## src/rtl/arith_pkg.sv

```systemverilog
// rtl/arith_pkg.sv - shared types for the bit-serial arithmetic units
package arith_pkg;

  // Control states of the serial subtractor handshake
  typedef enum logic [1:0] {
    IDLE  = 2'd0,
    SHIFT = 2'd1,
    DONE  = 2'd2
  } state_e;

endpackage : arith_pkg

```

## src/rtl/onebit_full_adder.sv

```systemverilog
// rtl/onebit_full_adder.sv - single-bit full adder cell
module onebit_full_adder (
  input  logic x,
  input  logic y,
  input  logic carryin,
  output logic sum,
  output logic carryout
);

  // Plain combinational full add of one bit column
  always_comb begin
    sum      = x ^ y ^ carryin;
    carryout = (x & y) | ((x ^ y) & carryin);
  end

endmodule : onebit_full_adder

```

## src/rtl/serial_subtractor.sv

```systemverilog
// rtl/serial_subtractor.sv - bit-serial A - B - bin behind a start/done handshake
module serial_subtractor
  import arith_pkg::*;
#(
  parameter int WIDTH = 4
) (
  input  logic             clk,
  input  logic             rst_n,
  input  logic             start,
  input  logic [WIDTH-1:0] A,
  input  logic [WIDTH-1:0] B,
  input  logic             bin,
  output logic             ready,
  output logic             done,
  output logic [WIDTH-1:0] Diff,
  output logic             borrowout,
  output logic             overflow
);

  localparam int CNT_W = $clog2(WIDTH + 1);
  localparam logic [CNT_W-1:0] LAST_BIT = CNT_W'(WIDTH - 1);

  state_e state_q, state_d;

  logic [WIDTH-1:0] a_q, a_d;
  logic [WIDTH-1:0] b_q, b_d;
  logic [WIDTH-1:0] res_q, res_d;
  logic [WIDTH-1:0] diff_q, diff_d;
  logic [CNT_W-1:0] cnt_q, cnt_d;
  logic             c_q, c_d;
  logic             borrow_q, borrow_d;
  logic             ovf_q, ovf_d;

  logic             nb0;
  logic             fa_sum;
  logic             fa_carry;

  // Subtraction is addition of the inverted subtrahend; the carry seed ~bin
  // supplies the +1 of the two's complement minus the borrow in.
  assign nb0 = ~b_q[0];

  onebit_full_adder u_fa (
    .x        (a_q[0]),
    .y        (nb0),
    .carryin  (c_q),
    .sum      (fa_sum),
    .carryout (fa_carry)
  );

  // State register
  always_ff @(posedge clk or negedge rst_n) begin
    if (!rst_n) begin
      state_q <= IDLE;
    end else begin
      state_q <= state_d;
    end
  end

  // Datapath registers: operand shifters, carry, counter and held results
  always_ff @(posedge clk or negedge rst_n) begin
    if (!rst_n) begin
      a_q      <= '0;
      b_q      <= '0;
      res_q    <= '0;
      diff_q   <= '0;
      cnt_q    <= '0;
      c_q      <= 1'b0;
      borrow_q <= 1'b0;
      ovf_q    <= 1'b0;
    end else begin
      a_q      <= a_d;
      b_q      <= b_d;
      res_q    <= res_d;
      diff_q   <= diff_d;
      cnt_q    <= cnt_d;
      c_q      <= c_d;
      borrow_q <= borrow_d;
      ovf_q    <= ovf_d;
    end
  end

  // Next-state and datapath update; results only change on the final bit so
  // the outputs hold steady from one DONE to the next.
  always_comb begin
    state_d  = state_q;
    a_d      = a_q;
    b_d      = b_q;
    res_d    = res_q;
    diff_d   = diff_q;
    cnt_d    = cnt_q;
    c_d      = c_q;
    borrow_d = borrow_q;
    ovf_d    = ovf_q;

    case (state_q)
      IDLE, DONE: begin
        if (start) begin
          a_d     = A;
          b_d     = B;
          c_d     = ~bin;
          cnt_d   = '0;
          res_d   = '0;
          state_d = SHIFT;
        end else begin
          state_d = IDLE;
        end
      end
      SHIFT: begin
        a_d   = {1'b0, a_q[WIDTH-1:1]};
        b_d   = {1'b0, b_q[WIDTH-1:1]};
        c_d   = fa_carry;
        res_d = {fa_sum, res_q[WIDTH-1:1]};
        cnt_d = cnt_q + CNT_W'(1);
        if (cnt_q == LAST_BIT) begin
          // c_q is the carry into the MSB column, fa_carry the carry out of it
          diff_d   = {fa_sum, res_q[WIDTH-1:1]};
          borrow_d = ~fa_carry;
          ovf_d    = c_q ^ fa_carry;
          state_d  = DONE;
        end
      end
      default: begin
        state_d = IDLE;
      end
    endcase
  end

  assign ready     = (state_q != SHIFT);
  assign done      = (state_q == DONE);
  assign Diff      = diff_q;
  assign borrowout = borrow_q;
  assign overflow  = ovf_q;

endmodule : serial_subtractor

```

## config.mk

```make
export PLATFORM = sky130hd
export DESIGN_NAME = serial_subtractor
export DESIGN_NICKNAME = d
export VERILOG_FILES = /design/src/rtl/arith_pkg.sv /design/src/rtl/onebit_full_adder.sv /design/src/rtl/serial_subtractor.sv
export SDC_FILE = /design/constraint.sdc
export NUM_CORES = 1
export LEC_CHECK = 0
export CAP_MARGIN = 20
export CORE_MARGIN = 8
export CORE_UTILIZATION = 55
export DETAILED_ROUTE_END_ITERATION = 8
export PLACE_DENSITY = 0.82
export RECOVER_POWER = 100
export SLEW_MARGIN = 25
export SYNTH_ARGS = -nofsm -noshare
export SYNTH_HDL_FRONTEND = slang
export SYNTH_HIERARCHICAL = 1
export SYNTH_SLANG_ARGS = --single-unit
```

## constraint.sdc

```tcl
create_clock -name clk -period 3.89 [get_ports clk]
set_input_delay 0.5835 -clock clk [delete_from_list [all_inputs] [get_ports clk]]
set_output_delay 0.5835 -clock clk [all_outputs]
set_load 0.02 [all_outputs]
```

# Word level (Yosys, flattened, before mapping)
# Index checks and enable logic that the tools add are counted.
[totals]
regBits = 24
latchBits = 0
ramBits = 0
rom_bits = 0
input_bits = 12
out_inout_bits = 8
word_cells = 43
memories = 0
[op_classes]
n_addsub = 1
n_mul = 0
div = 0
n_lt_le_gt_ge = 0
n_eq_ne = 6
n_shift = 0
muxes = 13
bitwise = 9
n_reduce_logical = 5
[ops]
columns = ["operator", "n"]
rows = [
  ["$pmux W4 S2", 3],
  ["$mux W4", 3],
  ["$pmux W3 S2", 1],
  ["$ne A2 B2 Y1 const B", 2],
  ["$pmux W2 S2", 1],
  ["$reduce_and A2 Y1", 2],
  ["$add A3 B1 Y3 const B", 1],
  ["$eq A3 B2 Y1 const B", 1],
  ["$mux W3", 1],
  ["$not A1 Y1", 3],
  ["$xor A1 B1 Y1", 3],
  ["$and A1 B1 Y1", 2],
  ["$eq A2 B1 Y1 const B", 1],
  ["$eq A2 B2 Y1 const B", 1],
  ["$logic_not A2 Y1", 1],
  ["$mux W1", 2],
  ["$mux W2", 1],
  ["$ne A2 B1 Y1 const B", 1],
  ["$pmux W1 S2", 1],
  ["$reduce_bool A2 Y1", 1],
  ["$reduce_or A2 Y1", 1],
  ["$or A1 B1 Y1", 1],
]

# Depth between registers and ports, before layout
# Gate-level depths: netlist of the first run.
[logic_depth]
word_depth = 5
ltp_mapped = 5
ltp_nobuf = 5

# Cells and area by module
# Netlist of the first run, hierarchy kept.
[by_module_without_submodules]
columns = ["mod", "instances", "cells_each", "area_each_um2", "seq_area_each_um2"]
rows = [
  ["serial_subtractor", 1, 99, 1174.9, 575.6],
  ["onebit_full_adder", 1, 1, 20.0, 0.0],
]

# Worst setup path before layout of the first run
# Ideal clock, no wire load.
[synth_timing]
path_kind = "register -> output"
from = "register state_q[1]"
to = "output port done"
arrival_ps = 938
t_required_ps = 3306
slack_ps = 2369
stages_incl_launch_ff = 4
path_buffers = 2
cell_sequence = "dfrtp_1 > buf_6 > buf_6 > nor2b_1"
[synth_between]
elab_chain_cells = 1
[synth_lines]
columns = ["element", "line_no", "rtl"]
rows = [
  ["start, declared", "serial_subtractor.sv:23", "state_e state_q, state_d;"],
  ["start signal, assigned", "serial_subtractor.sv:55", "state_q <= state_d;"],
  ["$eq A2 B2 Y1", "serial_subtractor.sv:129", "assign done = (state_q == DONE);"],
  ["end, declared", "serial_subtractor.sv:14", "output logic done,"],
]
# Every way passes these cells.

# Worst setup path after layout of the first run
# Ends and elaborated chain as after synthesis.

==> results of run 1 <==
sequential cells by signal, summed over array words and instances, names as in the netlist:
register	count
Diff	4
a_q	4
b_q	4
cnt_q	3
res_q	3
state_q	2
borrowout	1
c_q	1
overflow	1
final cells by class:
type | instances | area [sq um] | area share [%]
multi-input cells | 66 | 515 | 38.1
well taps | 28 | 35.0 | 2.59
repair buffers | 19 | 184 | 13.6
flip-flops and latches | 23 | 576 | 42.6
inverters | 4 | 15.0 | 1.11
clock buffers | 4 | 26.3 | 1.94
metrics by stage:
stage | utilization, % | std cells | hold slack, ns | setup WS (ns)
after floorplan | - | 100 | 0.288 | 2.37
after global placement | 63.9 | 140 | 0.462 | 1.67
after detailed placement | 63.9 | 140 | 0.475 | 1.65
after CTS | 65.1 | 144 | 0.504 | 1.28
after global routing | 63.5 | 144 | 0.527 | 1.11
final | 63.5 | 144 | 0.479 | 1.25
layer usage:
metal  global-route usage (%)  vias up  routed length, microns
met5                        0        -                       0
met4                     7.69        0                      57
met3                     3.41        5                      99
met2                     17.3       20                     974
met1                     13.3      391                     925
li1                         -      386                       -
power breakdown:
group	total [W]	internal, W	switching [W]
clock	0.000110	0.0000401	0.0000702
sequential	0.000472	0.000346	0.000126
combinational	0.000442	0.000254	0.000189
total	0.00102	0.000640	0.000385
cells in the final DEF (no fill, tap or decap):
cell / n
dfrtp_1: 23
clkdlybuf4s50_1: 9
dlygate4sd3_1: 9
mux2i_1: 8
nor2b_1: 7
o21ai_0: 6
a211oi_1: 6
a21oi_1: 6
a22o_1: 5
inv_1: 4
nand2_1: 4
mux2_1: 4
mux2_2: 4
nand3_1: 3
clkbuf_4: 3
nand2b_1: 2
xnor2_1: 2
ha_1: 2
clkbuf_1: 2
nand3b_1: 1
o22ai_1: 1
mux2_4: 1
nor2_1: 1
or2b_1: 1
o31ai_1: 1
fa_1: 1
worst max-delay path by stage:
stage | cells past startpoint | to | from
final | 2 | done | state_q[1]$_DFFE_PN0P_
after global routing | 2 | ready | state_q[0]$_DFFE_PN0P_
after CTS | 2 | done | state_q[1]$_DFFE_PN0P_
after detailed placement | 2 | ready | state_q[0]$_DFFE_PN0P_
after global placement | 2 | done | state_q[1]$_DFFE_PN0P_
after floorplan | 3 | done | state_q[1]$_DFFE_PN0P_
cells by family after synthesis:
family                   after synthesis
AO/OA/AOI/OAI                         25
flip-flops                            23
AND/OR/NAND/NOR                       19
multiplexers                          17
buffers and inverters                 11
adder cells (fa/ha/maj)                3
XOR/XNOR                               2
==> flow_summary.yaml, run 1 <==
die:
  row_count: 17
  die-width_microns: 62.6
  die_y_microns: 62.6
  pin_count: 20
  start_util_pct: 56.2
  dieArea_sq_mm: 0.00392
  coreArea_sq_mm: 0.00213
yosys:
  ys_types: 24
  synth_edf_count: 0
  synth_top_cell_by_area: "dfrtp_1"
  synth_nets: 115
  synthFlopType: "dfrtp_1"
  yosysMostFrequentCell: "dfrtp_1"
  synth_top_family_by_area: "multiplexers"
  syn_avg_cell_area_sq_um: 11.9
  synth_common_cells: "dfrtp_1, mux2i_1, nor2b_1"
  async_flop_share_pct: 100
  synthCells: 100
  synth.cell_area_sq_mm: 0.00119
  synth-simple-area-share_pct: 9.84
  synth_compound_area_share_pct: 13.6
  yosysWarningCount: 6
  synthMuxAreaShare_pct: 16.8
  yosys_register_bits: 23
  synth_top_area_share_pct: 48.2
  yosysSeqAreaShare_pct: 48.2
  synth_fa_ha_area_share_pct: 3.77
  synth_area_leaders: "dfrtp_1, mux2i_1, mux2_4, a211oi_1, mux2_2"
  synth-xor-area-share_pct: 1.47
final_layout:
  drive_gt1_share_pct: 6.90
  antenna_cells: 0
  fill_cells: 189
  stdcell_area_sq_mm: 0.00135
  syn2layout_area_growth_pct: 13.1
  nets: 132
power_and_ir_drop:
  vdd_drop_max_mv: 0.365
  p_per_area_mw_per_mm2: 758
  p_leak_nw: 0.590
  p_total_w: 0.00102
clock_network:
  cts_sinks: 23
  clk_pin_slew_worst_paths_ns: 0.12
  clk_latency_ns: 0.31
  cts_setup_buffers: 0
  cts_root_buffer: "clkbuf_4"
  cts_tree: "built"
  cts_hold_buf: 0
  clockBufferDepth: 2
  cts_made_buffers: 3
  htreeDepth: 1
  cts-resized-gates: 0
detailed_routing:
  drt-total-wl_mm: 2.06
  dr_total_vias: 802
  final_antenna_net_count: 0
  first_iter_violations: 9
  viasPerCell: 5.57
  wl_per_cell_microns: 14.3
  first_pass_iters: 4
  drc: 0
critical_path:
  crit_type: "reg2out"
  crit_chain: "nor2b_1, dlygate4sd3_1"
  endpoint_kind: "output port"
  crit_family: "flip-flops"
  r2r_start: "state_q[0]$_DFFE_PN0P_"
  r2r_end: "Diff[2]$_DFFE_PN0P_"
  rr_worst_depth: 2
  critical_path.max_fanout: 19
  crit_buf_inv: 1
  slowest_stage: "dfrtp_1"
  required_ns: 3.31
  crit_path_start_kind: "flip-flop"
  r2r_slack_ns: 2.01
  cp_slowest_stage_delay_ns: 0.83
  crit_arrival_ns: 2.05
timing:
  skew_ns: 0.00323
  tightest_slew_ns: 1.19
  max_slew_margin_pct: 20.8
  period_share_pct: 67.8
  layout_min_cycle_time_ns: 2.64
  final-setup-viol-count: 0
  slew_violations: 0
  setup_tns_ns: 0
  grt_setup_unrepaired: "false"
  finalHoldViolCount: 0
  max_freq_ghz: 0.379
hold_path:
  holdCritPathClass: "in2async"
grt:
  grt_pass1_vias: 838
  grt_use_total_pct: 11.3
  grt_start_max_net_pins: 31
  grt_antenna_before_repair: 0
  grt_pass1_wl_mm: 3.64
  grt_overflow: 0
place:
  placed_area_sq_mm: 0.00136
  port_buffers: 19
  dp_hpwl_mm: 1.46
  place_congestion: 0.693
run:
  maxCapViolations: 0
run_status:
  status: "finished, final reports clean"
No activity file was read; power rests on OpenSTA's default activity.
==> inputs of run 2 (changes only) <==
- CORE_UTILIZATION: 55 -> 46
- PLACE_DENSITY: 0.82 -> 0.73
- clock period: 3.89 -> 2.2 ns (I/O delays scaled with it)
==> run 2 against run 1 <==
  * Critical path depth unchanged
  * Global-route usage decreased by 0.72 points
  * First-iteration DRC count increased by 11%
  * Via count decreased by 0.37%
  * Worst setup slack got worse by 1.1 ns
  * Combinational power increased by 93%
  * Final cell count increased by 4.9%
  * Core utilization decreased by 7.7 points
  * Clock power increased by 77%
  * Worst hold slack improved by 0.011 ns
  * Clock skew about the same
  * Register-to-register slack got worse by 1.8 ns
  * Critical endpoint unchanged
==> flow_summary.yaml, run 2 (synthesis gave the netlist of run 1 again) <==
run_status:
  status: "finished, final reports clean"
critical_path:
  crit_arrival_ns: 1.67
  crit_path_start_kind: "flip-flop"
  required_ns: 1.87
  crit_buf_inv: 1
  r2r_slack_ns: 0.24
  crit_family: "buffers and inverters"
  critical_path.max_fanout: 8
  crit_chain: "nor2b_1, clkdlybuf4s50_1"
  crit_type: "reg2out"
  endpoint_kind: "output port"
  slowest_stage: "clkdlybuf4s50_1"
  cp_slowest_stage_delay_ns: 0.62
final_layout:
  nets: 137
  drive_gt1_share_pct: 7.44
  syn2layout_area_growth_pct: 15.7
  antenna_cells: 0
  final_common_cell: "dfrtp_1"
  layout_common_cells: "dfrtp_1, clkdlybuf4s50_1, mux2i_1, dlygate4sd3_1, nor2b_1"
clock_network:
  cts_sinks: 23
  cts_made_buffers: 3
  cts_tree: "built"
  clockBufferDepth: 2
  cts_hold_buf: 0
  cts_root_buffer: "clkbuf_4"
  clk_latency_ns: 0.31
  cts-resized-gates: 0
  clk_pin_slew_worst_paths_ns: 0.12
  htreeDepth: 1
  cts_setup_buffers: 0
detailed_routing:
  final_antenna_net_count: 0
  dr_total_vias: 799
  viasPerCell: 5.29
  first_iter_violations: 10
  drt-total-wl_mm: 2.09
  first_pass_iters: 3
  drc: 0
  wl_per_cell_microns: 13.9
grt:
  grt_use_total_pct: 10.6
  grt_pass1_wl_mm: 3.70
  grt_start_max_net_pins: 24
  grt_antenna_before_repair: 0
  grt_pass1_vias: 822
  grt_overflow: 0
die:
  dieArea_sq_mm: 0.00448
  start_util_pct: 48.2
  pin_count: 20
  die_y_microns: 67.0
  die-width_microns: 67.0
  row_count: 18
  coreArea_sq_mm: 0.00248
timing:
  max_freq_ghz: 0.499
  setup_tns_ns: 0
  tightest_slew_ns: 1.22
  period_share_pct: 91.1
  finalHoldViolCount: 0
  grt_setup_unrepaired: "false"
  max_slew_margin_pct: 18.4
  layout_min_cycle_time_ns: 2.00
  skew_ns: 0.00368
  final-setup-viol-count: 0
  slew_violations: 0
power_and_ir_drop:
  p_per_area_mw_per_mm2: 1320
  p_leak_nw: 0.598
  vdd_drop_max_mv: 0.728
  p_total_w: 0.00182
place:
  port_buffers: 19
  dp_hpwl_mm: 1.58
  place_congestion: 0.711
hold_path:
  holdCritPathClass: "reg2reg"
run:
  maxCapViolations: 0
-- run 2: report_power, final --
part | internal [W] | switching (W)
Sequential | 0.000613 | 0.000162
Clock | 0.0000710 | 0.000124
Combinational | 0.000457 | 0.000397
-- run 2: worst register-to-register path, cell delays in order, from the launching register on --
cell      delay (ns)
dfrtp_1         0.55
clkbuf_1        0.54
nand3b_1        0.40
mux2_1          0.37
-- run 2: through the flow --
| step | cells | util [%] | area, sq um | hold WS [ns] | setup WS (ns) |
|---|---|---|---|---|---|
| 5_1_grt | 151 | 55.8 | 1380 | 0.541 | 0.105 |
| 6_report | 151 | 55.8 | 1380 | 0.490 | 0.197 |
| 3_5_place_dp | 147 | 56.5 | 1400 | 0.481 | 0.427 |
| 4_1_cts | 151 | 57.5 | 1430 | 0.348 | 0.166 |
| 2_1_floorplan | 100 | - | 1190 | 0.0344 | 0.793 |
| 3_3_place_gp | 147 | 56.5 | 1400 | 0.461 | 0.475 |
-- run 2: final timing paths --
kind / from / to / cells after the start
min reg2reg: overflow$_DFFE_PN0P_ / overflow$_DFFE_PN0P_ / 2
min in group asynchronous: rst_n / overflow$_DFFE_PN0P_ / 2
max reg2reg: state_q[1]$_DFFE_PN0P_ / Diff[2]$_DFFE_PN0P_ / 3
max in group asynchronous: rst_n / a_q[1]$_DFFE_PN0P_ / 2
min: overflow$_DFFE_PN0P_ / overflow$_DFFE_PN0P_ / 2
max: state_q[1]$_DFFE_PN0P_ / done / 2
-- run 2: final cells by class --
class | instances | area [sq um]
clock buffers | 4 | 26.3
flip-flops and latches | 23 | 576
inverters | 4 | 15.0
well taps | 30 | 37.5
multi-input cells | 66 | 512
fillers | 230 | 1090
repair buffers | 24 | 216
-- run 2: layer usage --
metal  share of wire [%]  vias up  track usage [%]  wire [microns]
met5                   0        -                0               0
met4                 1.4        0             3.92              29
met3                 6.9        4             4.70             145
met2                  45       18             16.4             932
met1                  47      382             12.7             983
li1                    -      395                -               -
